<file path="src/rtl/demux_fifo_2ch.sv">
// Two-channel capture buffer behind a 1-to-2 demux: the key steers each word into one of two FIFOs.
// Optional sticky overflow flags (ovf1/ovf2, ovf_clr) are compiled in with DEMUX_FIFO_OVF_FLAG_EN.

module demux_fifo_2ch_chan #(
    parameter int  WIDTH = 2,
    parameter int  DEPTH = 4,
    localparam int AW    = $clog2(DEPTH),
    localparam int CW    = AW + 1
) (
    input  logic             clock,
    input  logic             reset_n,
    input  logic             wr,
    input  logic             rd,
    input  logic [WIDTH-1:0] din,
    output logic [WIDTH-1:0] q,
    output logic             q_valid,
    output logic             empty,
    output logic             full,
    output logic [CW-1:0]    count
);

    logic [WIDTH-1:0] mem [DEPTH];
    logic [AW-1:0]    wptr;
    logic [AW-1:0]    rptr;
    logic             do_rd;
    logic             do_wr;
    logic [CW-1:0]    count_nxt;

    // A full channel still accepts a write when a read frees the head slot in the same cycle.
    always_comb begin
        // NOTE: every variable gets a default first, so no path can infer a latch.
        do_rd     = rd && !empty;
        do_wr     = wr && (!full || do_rd);
        count_nxt = count;
        if (do_wr && !do_rd) begin
            count_nxt = count + CW'(1);
        end else if (do_rd && !do_wr) begin
            count_nxt = count - CW'(1);
        end
    end

    // NOTE: storage is not reset; pointers and count define which entries are live.
    always_ff @(posedge clock) begin
        if (do_wr) begin
            mem[wptr] <= din;
        end
    end

    always_ff @(posedge clock) begin
        // NOTE: non-blocking assignments, so a full-channel read sees the old head before the write lands.
        if (!reset_n) begin
            wptr    <= '0;
            rptr    <= '0;
            count   <= '0;
            q       <= '0;
            q_valid <= 1'b0;
            empty   <= 1'b1;
            full    <= 1'b0;
        end else begin
            q_valid <= do_rd;
            if (do_rd) begin
                q    <= mem[rptr];
                rptr <= rptr + AW'(1);
            end
            if (do_wr) begin
                wptr <= wptr + AW'(1);
            end
            count <= count_nxt;
            empty <= (count_nxt == CW'(0));
            full  <= (count_nxt == CW'(DEPTH));
        end
    end

endmodule

module demux_fifo_2ch #(
    parameter int  WIDTH = 2,
    parameter int  DEPTH = 4,
    localparam int CW    = $clog2(DEPTH) + 1
) (
    input  logic             clock,
    input  logic             reset_n,
    input  logic [WIDTH-1:0] data,
    input  logic             key,
    input  logic             enable,
    input  logic             rd1,
    input  logic             rd2,
`ifdef DEMUX_FIFO_OVF_FLAG_EN
    input  logic             ovf_clr,
    output logic             ovf1,
    output logic             ovf2,
`endif
    output logic [WIDTH-1:0] q1,
    output logic [WIDTH-1:0] q2,
    output logic             q1_valid,
    output logic             q2_valid,
    output logic             empty1,
    output logic             empty2,
    output logic             full1,
    output logic             full2,
    output logic [CW-1:0]    count1,
    output logic [CW-1:0]    count2
);

    logic wr1;
    logic wr2;

    assign wr1 = enable && !key;
    assign wr2 = enable &&  key;

    demux_fifo_2ch_chan #(.WIDTH(WIDTH), .DEPTH(DEPTH)) u_ch1 (
        .clock   (clock),
        .reset_n (reset_n),
        .wr      (wr1),
        .rd      (rd1),
        .din     (data),
        .q       (q1),
        .q_valid (q1_valid),
        .empty   (empty1),
        .full    (full1),
        .count   (count1)
    );

    demux_fifo_2ch_chan #(.WIDTH(WIDTH), .DEPTH(DEPTH)) u_ch2 (
        .clock   (clock),
        .reset_n (reset_n),
        .wr      (wr2),
        .rd      (rd2),
        .din     (data),
        .q       (q2),
        .q_valid (q2_valid),
        .empty   (empty2),
        .full    (full2),
        .count   (count2)
    );

`ifdef DEMUX_FIFO_OVF_FLAG_EN
    logic drop1;
    logic drop2;

    // A write is dropped only when the channel is full and no read frees a slot that cycle.
    assign drop1 = wr1 && full1 && !(rd1 && !empty1);
    assign drop2 = wr2 && full2 && !(rd2 && !empty2);

    always_ff @(posedge clock) begin
        if (!reset_n) begin
            ovf1 <= 1'b0;
            ovf2 <= 1'b0;
        end else begin
            if (drop1)        ovf1 <= 1'b1;
            else if (ovf_clr) ovf1 <= 1'b0;
            if (drop2)        ovf2 <= 1'b1;
            else if (ovf_clr) ovf2 <= 1'b0;
        end
    end
`endif

endmodule
</file>
<file path="config.mk">
export PLATFORM = sky130hd
export DESIGN_NAME = demux_fifo_2ch
export DESIGN_NICKNAME = d
export VERILOG_FILES = /design/src/rtl/demux_fifo_2ch.sv
export SDC_FILE = /design/constraint.sdc
export NUM_CORES = 1
export LEC_CHECK = 0
export CORE_MARGIN = 4
export CORE_UTILIZATION = 40
export DETAILED_ROUTE_END_ITERATION = 7
export SLEW_MARGIN = 5
export SYNTH_ARGS = -nofsm -noshare
export SYNTH_HDL_FRONTEND = slang
export SYNTH_SLANG_ARGS = --single-unit
</file>
<file path="constraint.sdc">
create_clock -name clock -period 2.1 [get_ports clock]
set_clock_uncertainty 0.2 [all_clocks]
set_input_delay 0.63 -clock clock [delete_from_list [all_inputs] [get_ports clock]]
set_output_delay 0.63 -clock clock [all_outputs]
set_load 0.01 [all_outputs]
</file>
# [Yosys cells after proc, flatten, opt, wreduce, memory -nomap -nowiden]
# Memory sizes are Yosys's and may differ from the RTL's. A register that Yosys moved wholly into a read port is not among the register bits.
# Index checks and enable logic that the tools add are counted.
[classes] n_reduce_logical=25 n_mux=8 eq_ne=2 add_sub_neg=8
[op_table] op="3-bit two-way mux" n=4
[op_table] op="1-bit logical NOT" n=11
[op_table] op="1-bit logical AND" n=10
[op_table] op="2-bit by 1-bit adder with 2-bit output, second input constant" n=4
[op_table] op="3-bit by 1-bit adder with 3-bit output, second input constant" n=2
[op_table] op="3-bit equality test, second input constant" n=2
[op_table] op="3-bit logical NOT" n=2
[op_table] op="3-bit by 1-bit subtractor with 3-bit output, second input constant" n=2
[op_table] op="1-bit two-way mux" n=4
[op_table] op="1-bit logical OR" n=2
[word_totals] elab_cells=57 inputBits=8 ramBits=16 mem_count=2 register_bits=20
[memory_table] name="u_ch1.mem" depth=4 word_bits=2 rd=1 rd_ports_with_merged_regs=1 wr=1 line_no="22" source="logic [WIDTH-1:0] mem [DEPTH];"
[memory_table] name="u_ch2.mem" depth=4 word_bits=2 rd=1 rd_ports_with_merged_regs=1 wr=1 line_no="22"

# [Depth between registers and ports, before layout]
# Gate-level depths: netlist of run 1.
[depth] depth_word=9 ltp_mapped=6 ltp_nobuf=6

# [By module]
# From an unflattened synthesis of run 1, not the netlist that was laid out.
[hier_totals] cells_unflattened=157 hier_area_um2=1870.5
[modules_own_cells] module="demux_fifo_2ch_chan at u_ch2" area_each_um2=930.9 cells_per_inst=78 instances=1 seq_area_each_um2=480.5
[modules_own_cells] module="demux_fifo_2ch_chan at u_ch1" area_each_um2=923.4 cells_per_inst=77 instances=1 seq_area_each_um2=480.5
[modules_own_cells] module="demux_fifo_2ch" area_each_um2=16.3 cells_per_inst=2 instances=1 seq_area_each_um2=0.0

# [Worst setup path after synthesis of run 1]
# No wires, ideal clock.
[synth_timing] kind="input-to-reg" startpoint="input rd1" endpoint="register u_ch1.empty" stages=6 setup_slack_ns=0.160 t_arrival_ns=1.613 required_ns=1.773 n_path_buf=1 path_cell_list="nor2b_1 > buf_2 > or3_4 > a21o_1 > a21oi_2 > nor3_2"
[synth_between] elab_chain_len=8
[synth_lines] item="from (decl)" line_no="86" source="input logic rd1,"
[synth_lines] item="1-bit logical AND *" line_no="32" source="do_rd = rd && !empty;"
[synth_lines] item="1-bit logical OR" line_no="33" source="do_wr = wr && (!full || do_rd);"
[synth_lines] item="1-bit logical AND" line_no="33"
[synth_lines] item="1-bit logical NOT" line_no="37" source="end else if (do_rd && !do_wr) begin"
[synth_lines] item="1-bit logical AND" line_no="37"
[synth_lines] item="3-bit two-way mux" line_no="37"
[synth_lines] item="3-bit two-way mux *" line_no="35" source="if (do_wr && !do_rd) begin"
[synth_lines] item="3-bit logical NOT *" line_no="69" source="empty <= (count_nxt == CW'(0));"
[synth_lines] item="to (signal assigned)" line_no="69"
[synth_lines] item="to (decl)" line_no="17" source="output logic empty,"
# Mark *: on every way between the ends. The rest lies on a longest branch, timed or not.
# A chain may end at the register's enable or synchronous reset.

# [Worst setup path in the final report of run 1]
[layout_timing] startpoint="register u_ch1.empty" endpoint="output empty1"
[layout_rtl] item="to (decl)" line_no="97" source="output logic empty1,"
# No word-level cell between the ends.

==> summary.txt, run 1 <==
Clocking
  • Num CTS Buffers: 5
  • Clock sink count: 40
  • Root Buffer: clkbuf_8
  • # H-tree levels: 2
  • CTS clk-pin slew, worst paths: roughly 0.080 ns
  • Worst skew pair latency: 0.28 ns
  • Number of hold buffers added after cts: 0
  • TritonCTS clock tree: yes
  • CTS max path bufs: 2

Pwr
  • Combinational Power Share: 31.6%
  • Switching Power: 0.7440 mW
  • Cell Pwr Density: approximately 1000 nW/um2
  • Internal power: 1.714 mW
  • Clock Power Share: 25.5%
  • VDD IR max: roughly 500 uV
  • Switching share of total power: 30.27%
  • Lkg Pwr: 1.001 nW
  • Reg power frac: 42.8%
  • Tot Pwr: 2.458 mW

Placed design
  • Routability cong.: 0.7861
  • Area post-placement: 2188 um2
  • Post-DP HPWL: 2502 um
  • PortBufs: 23

Critical path
  • Setup crit start: u_ch1.empty
  • CP cell instances: clkdlybuf4s50_1
  • Crit path DAT: 1.21 ns
  • CP Data Required Time: approximately 1.3 ns
  • Crit-path max FO: 3
  • Critical path's slowest cell: clkdlybuf4s50_1
  • Max stage delay on crit path: 0.55 ns
  • Buf/Inv on CP: 1
  • Critical path class: reg2out
  • Delay-heaviest family, CP: buffers and inverters
  • Setup crit end kind: output pin
  • Origin of the critical flop-to-flop path: u_ch1.count[0]
  • CP startpoint kind: flop

Synthesis
  • Synthesized cell area: around 1800 um2
  • Largest area contributor in the netlist: dfxtp_1
  • Mean Syn Cell Area: 11.21 um2
  • Synth area leaders: dfxtp_1, edfxtp_1, ha_1, mux4_2, nand2_1
  • Seq/Total Area, Yosys: 53.22%
  • Flops & latches, synth: 40
  • Gate Count Post-Synth: approximately 160
  • Post-synth top area share: 26.61%
  • Syn_nets: 181
  • Distinct cells, synth: 29
  • Ys Warns: 0

Timing
  • Tmin final: 2.038 ns
  • Final hold vios: 0
  • Peak Freq: between 0.4 and 0.5 GHz
  • Crit share post-route: 97.05%
  • Slew @ Worst Pin: 0.3614 ns
  • Hold slack: 0.2548 ns
  • Sum of negative setup slack: 0 ns
  • # setup viols final: 0
  • Unrepaired setup endpoints after global routing: no
  • Slew margin rel.: 75.91%
  • Max-slew violations: 0

Floorplanning
  • Die height: 75.19 um
  • I/O Pins: 24
  • Initial cell density of the core: between 40% and 50%
  • Die width: 75.19 um
  • Row cnt: 24
  • Die area: 5653 um2
  • Core Region: 4354 um2

Global route
  • Top Usage Layer GRT: met2
  • GR met2 Demand/Resource: 21.28%
  • Global route overflow: 0
  • Via count of the first global-routing pass: 1203
  • Largest net degree at the start of global routing: 16
  • Initial antenna violation count: 0
  • Met3 Usage GRT: 4.539%
  • First-pass GRT wire length: 5485 um
  • Met1 Use GR: 16.29%
  • GRT Resource Usage Total: approximately an eighth

Route
  • First-pass iteration count of the detailed router: 4
  • Final WL: ~3400 um
  • Detailed Route Iter0 Violations: 34
  • Via density: 4.922
  • ANT nets after route: 0
  • # DRC: 0
  • Drt wl/cell: 13.26 um
  • Vias: roughly 1300

Status
  • Outcome: complete, no violations

Finish
  • Post-layout util: 54.66%
  • Commonest non-fill, non-tap cell in the layout: dfxtp_1
  • # nets final: 223
  • Diodes inserted: 0
  • Filler cells: 366
  • Area growth syn-to-layout: 31.81%
  • Share of cells above drive strength 1: between 20% and 30%
  • Most frequent cells in the layout: dfxtp_1, buf_4, edfxtp_1
  • Final Cell Area: approximately 2400 um2

Worst hold path
  • Min-Delay Startpoint: u_ch1.q[1]
  • Tightest Hold Check Type: reg2reg

Flow run
  • Max-cap check violation count: 0
-- synthesized netlist by cell type --
master and n:
o21ai_0 6, edfxtp_1 16, clkbuf_1 1, a211oi_1 2
dfxtp_1 24, mux2i_1 2, nand3_1 4, buf_6 1
a21oi_1 8, a21o_1 2, mux4_2 4, clkinv_1 1
a21oi_2 2, ha_1 12, nand2b_4 1, nand2b_1 4
a32oi_1 4, xor2_1 2, nor3_2 2, or3_4 2
nor2b_1 4, nor3_1 2, inv_1 10, buf_2 2
and2_1 8, nand2_1 15, nor2_1 14, a311oi_1 2
xnor2_1 4
-- worst register-to-register path, cell delays in order, from the launching register on --
cell and delay, ns:
dfxtp_2 0.39, inv_1 0.06, ha_1 0.32, inv_1 0.12, a211oi_2 0.06, a311oi_2 0.30
nor3_2 0.07
-- flip-flops by register name, indices dropped and copies added (netlist names), 2 cells and up --
name and flops:
u_ch1.count 3, u_ch1.mem 8, u_ch1.q 2, u_ch1.rptr 2, u_ch1.wptr 2, u_ch2.count 3, u_ch2.mem 8, u_ch2.q 2
u_ch2.rptr 2, u_ch2.wptr 2
-- metrics by stage --
step           setup WS [ns]  std cells
6_report             0.06201        256
5_1_grt              0.01868        256
2_1_floorplan         0.1597        161
4_1_cts             -0.01932        257
3_3_place_gp         -0.3347        247
3_5_place_dp         -0.3841        247
-- timing repair --
action | in CTS | in global routing
endpoints found under the setup margin | 8 | 16
pin swaps | 1 | 5
gates resized for setup | 8 | 17
endpoints found under the hold margin | 0 | 0
buffers inserted | 2 | 0
-- final cells by class --
cell class / count / area (um2) / area share [%]
Clock buffer: 5 / 68.82 / 2.892
Clock inverter: 3 / 46.29 / 1.945
Inverter: 11 / 41.29 / 1.735
Multi-Input combinational cell: 106 / 822.0 / 34.54
Sequential cell: 40 / 968.4 / 40.69
Tap cell: 52 / 65.06 / 2.734
Timing Repair Buffer: 39 / 367.9 / 15.46
-- logic make-up after synthesis --
family	Yosys count	share of synthesized area (%)
fa+ha+maj	12	8.316
simple gates	56	16.35
buf+inv	15	3.673
compound gates	26	9.425
flops	40	53.22
xor+xnor	6	2.911
mux	6	6.099
-- power by group through the flow --
| stage | clock [mW] | combinational (mW) | sequential (mW) |
|---|---|---|---|
| 2_1_floorplan | 0 | 0.391 | 1.07 |
| 3_3_place_gp | 0 | 0.717 | 1.05 |
| 3_5_place_dp | 0 | 0.733 | 1.06 |
| 4_1_cts | 0.650 | 0.752 | 1.04 |
| 5_1_grt | 0.691 | 0.866 | 1.08 |
| 6_report | 0.628 | 0.778 | 1.05 |
-- path summary, 6_finish.rpt --
kind,slack [ns],to,depth (start not counted)
worst max-delay path,0.06,empty1,1
worst min register to register,0.25,u_ch1.q[1],2
worst max register to register,0.47,u_ch1.empty,6
worst min-delay path,0.25,u_ch1.q[1],2
-- metal layers --
metal	share of wire, %	routed length, um
met1	45	1526
met2	50	1683
met3	4.5	154
met4	0.88	30
met5	0	0
No activity file was read; power rests on OpenSTA's default activity.
==> inputs of run 2 (changes only) <==
--- a/config.mk
+++ b/config.mk
@@ -8,6 +8,7 @@
 export CORE_MARGIN = 4
 export CORE_UTILIZATION = 40
 export DETAILED_ROUTE_END_ITERATION = 7
+export SKIP_CTS_REPAIR_TIMING = 1
 export SLEW_MARGIN = 5
 export SYNTH_ARGS = -nofsm -noshare
 export SYNTH_HDL_FRONTEND = slang
==> run 2 against run 1 <==
  * Non-clock buffer count fell by 1
  * Wire length down 2.3%
  * Maximum frequency decreased by 2.3%
  * Critical path depth stayed put
  * Clock power is essentially flat
  * First-iteration DRC count increased by 15%
  * Worst setup slack got worse by 0.049 ns
==> summary.txt, run 2 (synthesized netlist as in run 1, its figures left out) <==
Status
  • Outcome: complete, no violations

Clocking
  • # H-tree levels: 2
  • CTS max path bufs: 2
  • Num CTS Buffers: 5
  • TritonCTS clock tree: yes
  • Root Buffer: clkbuf_8
  • Clock sink count: 40
  • Worst skew pair latency: 0.28 ns
  • CTS clk-pin slew, worst paths: 0.08 ns

Route
  • Via density: 4.922
  • ANT nets after route: 0
  • Drt wl/cell: 13.01 um
  • Vias: 1255
  • Final WL: 3318 um
  • # DRC: 0
  • Detailed Route Iter0 Violations: 39
  • First-pass iteration count of the detailed router: 4

Finish
  • Most frequent cells in the layout: dfxtp_1, edfxtp_1, clkdlybuf4s50_1, buf_4
  • Share of cells above drive strength 1: about 23%
  • Area growth syn-to-layout: 31.60%
  • Diodes inserted: 0
  • # nets final: 222
  • Top Registers: u_ch1.mem: 8 flops, u_ch2.mem: 8 flops
  • Commonest non-fill, non-tap cell in the layout: dfxtp_1
  • Filler cells: between 300 and 400

Timing
  • Sum of negative setup slack: 0 ns
  • Tmin final: 2.087 ns
  • Hold slack: 0.2552 ns
  • Slew margin rel.: 78.25%
  • Final setup margin: 0.01338 ns
  • # setup viols final: 0
  • Final hold vios: 0
  • Peak Freq: 0.4792 GHz
  • Crit share post-route: 99.36%
  • Unrepaired setup endpoints after global routing: yes
  • Max-slew violations: 0
  • Slew @ Worst Pin: approximately 0.32 ns

Critical path
  • CP cell instances: clkdlybuf4s50_1
  • Setup crit end kind: output pin
  • Buf/Inv on CP: 1
  • Critical Path Stages: 1
  • Critical path's slowest cell: clkdlybuf4s50_1
  • CP startpoint kind: flop
  • Critical path class: reg2out
  • CP Data Required Time: roughly 1.3 ns
  • Crit-path max FO: 5
  • Delay-heaviest family, CP: buffers and inverters
  • Cells on worst reg2reg path: 6
  • Crit path DAT: 1.26 ns
  • Max stage delay on crit path: 0.57 ns

Global route
  • GRT Resource Usage Total: 13.01%
  • Global route overflow: 0
  • First-pass GRT wire length: 5423 um
  • Largest net degree at the start of global routing: 16
  • Via count of the first global-routing pass: 1195
  • Initial antenna violation count: 0

Worst hold path
  • Tightest Hold Check Type: reg2reg
  • Hold path cells: 2

Pwr
  • Tot Pwr: 2.452 mW
  • Lkg Pwr: between 0.9 and 1 nW
  • Cell Pwr Density: 1032 nW/um2
  • VDD IR max: 499.7 uV

Placed design
  • Setup WS pre-CTS: -0.3841 ns
  • Post-DP HPWL: 2502 um
  • PortBufs: 23
  • Routability cong.: approximately 0.79

Floorplanning
  • Core Region: 4354 um2
  • Initial cell density of the core: slightly above 40%
  • Die area: 5653 um2
  • I/O Pins: 24
  • Row cnt: 24
  • Die width: roughly 75 um
  • Die height: 75.19 um

Flow run
  • Max-cap check violation count: 0
[run 2: changes by cell type in the layout (fill, tap and decap cells not counted), sizes merged]
cell and delta:
clkdlybuf4s50 +2, dlygate4sd2 -2, buf -1
[run 2: power by group]
part	total [mW]	internal (mW)	leakage [nW]	switching [mW]
clock network	0.628	0.358	0.0548	0.270
logic	0.769	0.424	0.580	0.345
registers	1.05	0.931	0.344	0.123
[run 2: routing by layer]
metal / up-vias / wire length [um] / track usage [%]
met1: 590 / 1449 / 15.87
li1: 637 / - / -
met4: 0 / 30 / 5.049
met5: - / 0 / 0
met2: 26 / 1681 / 21.18
met3: 2 / 156 / 4.539
[run 2: path summary, 6_finish.rpt]
kind / start / end / slack (ns)
max: u_ch2.full / full2 / 0.01
min: u_ch1.q[1] / u_ch1.q[1] / 0.26
max reg2reg: u_ch1.count[0] / u_ch1.empty / 0.47
min reg2reg: u_ch1.q[1] / u_ch1.q[1] / 0.26
[run 2: final cells by class]
type,count,area (um2),area share [%]
sequential,40,970.9,40.86
multi-input combinational,106,820.8,34.54
timing repair buffer,38,362.8,15.27
clock buffer,5,68.82,2.896
tap,52,65.06,2.738
clock inverter,3,46.29,1.948
inverter,11,41.29,1.738
[run 2: tightest hold or removal path, delay by kind of cell, from the launching register on]
family,cells,cell delay (ns)
flops,1,0.31
compound gates,1,0.05
simple gates,1,0.05
[run 2: stage by stage]
stage | utilization [%] | std cells | area, um2
after CTS | 52.90 | 255 | 2303
final | 54.57 | 255 | 2376
after global placement | 50.26 | 247 | 2188
after global routing | 54.57 | 255 | 2376
after floorplan | - | 161 | 1805
after detailed placement | 50.26 | 247 | 2188
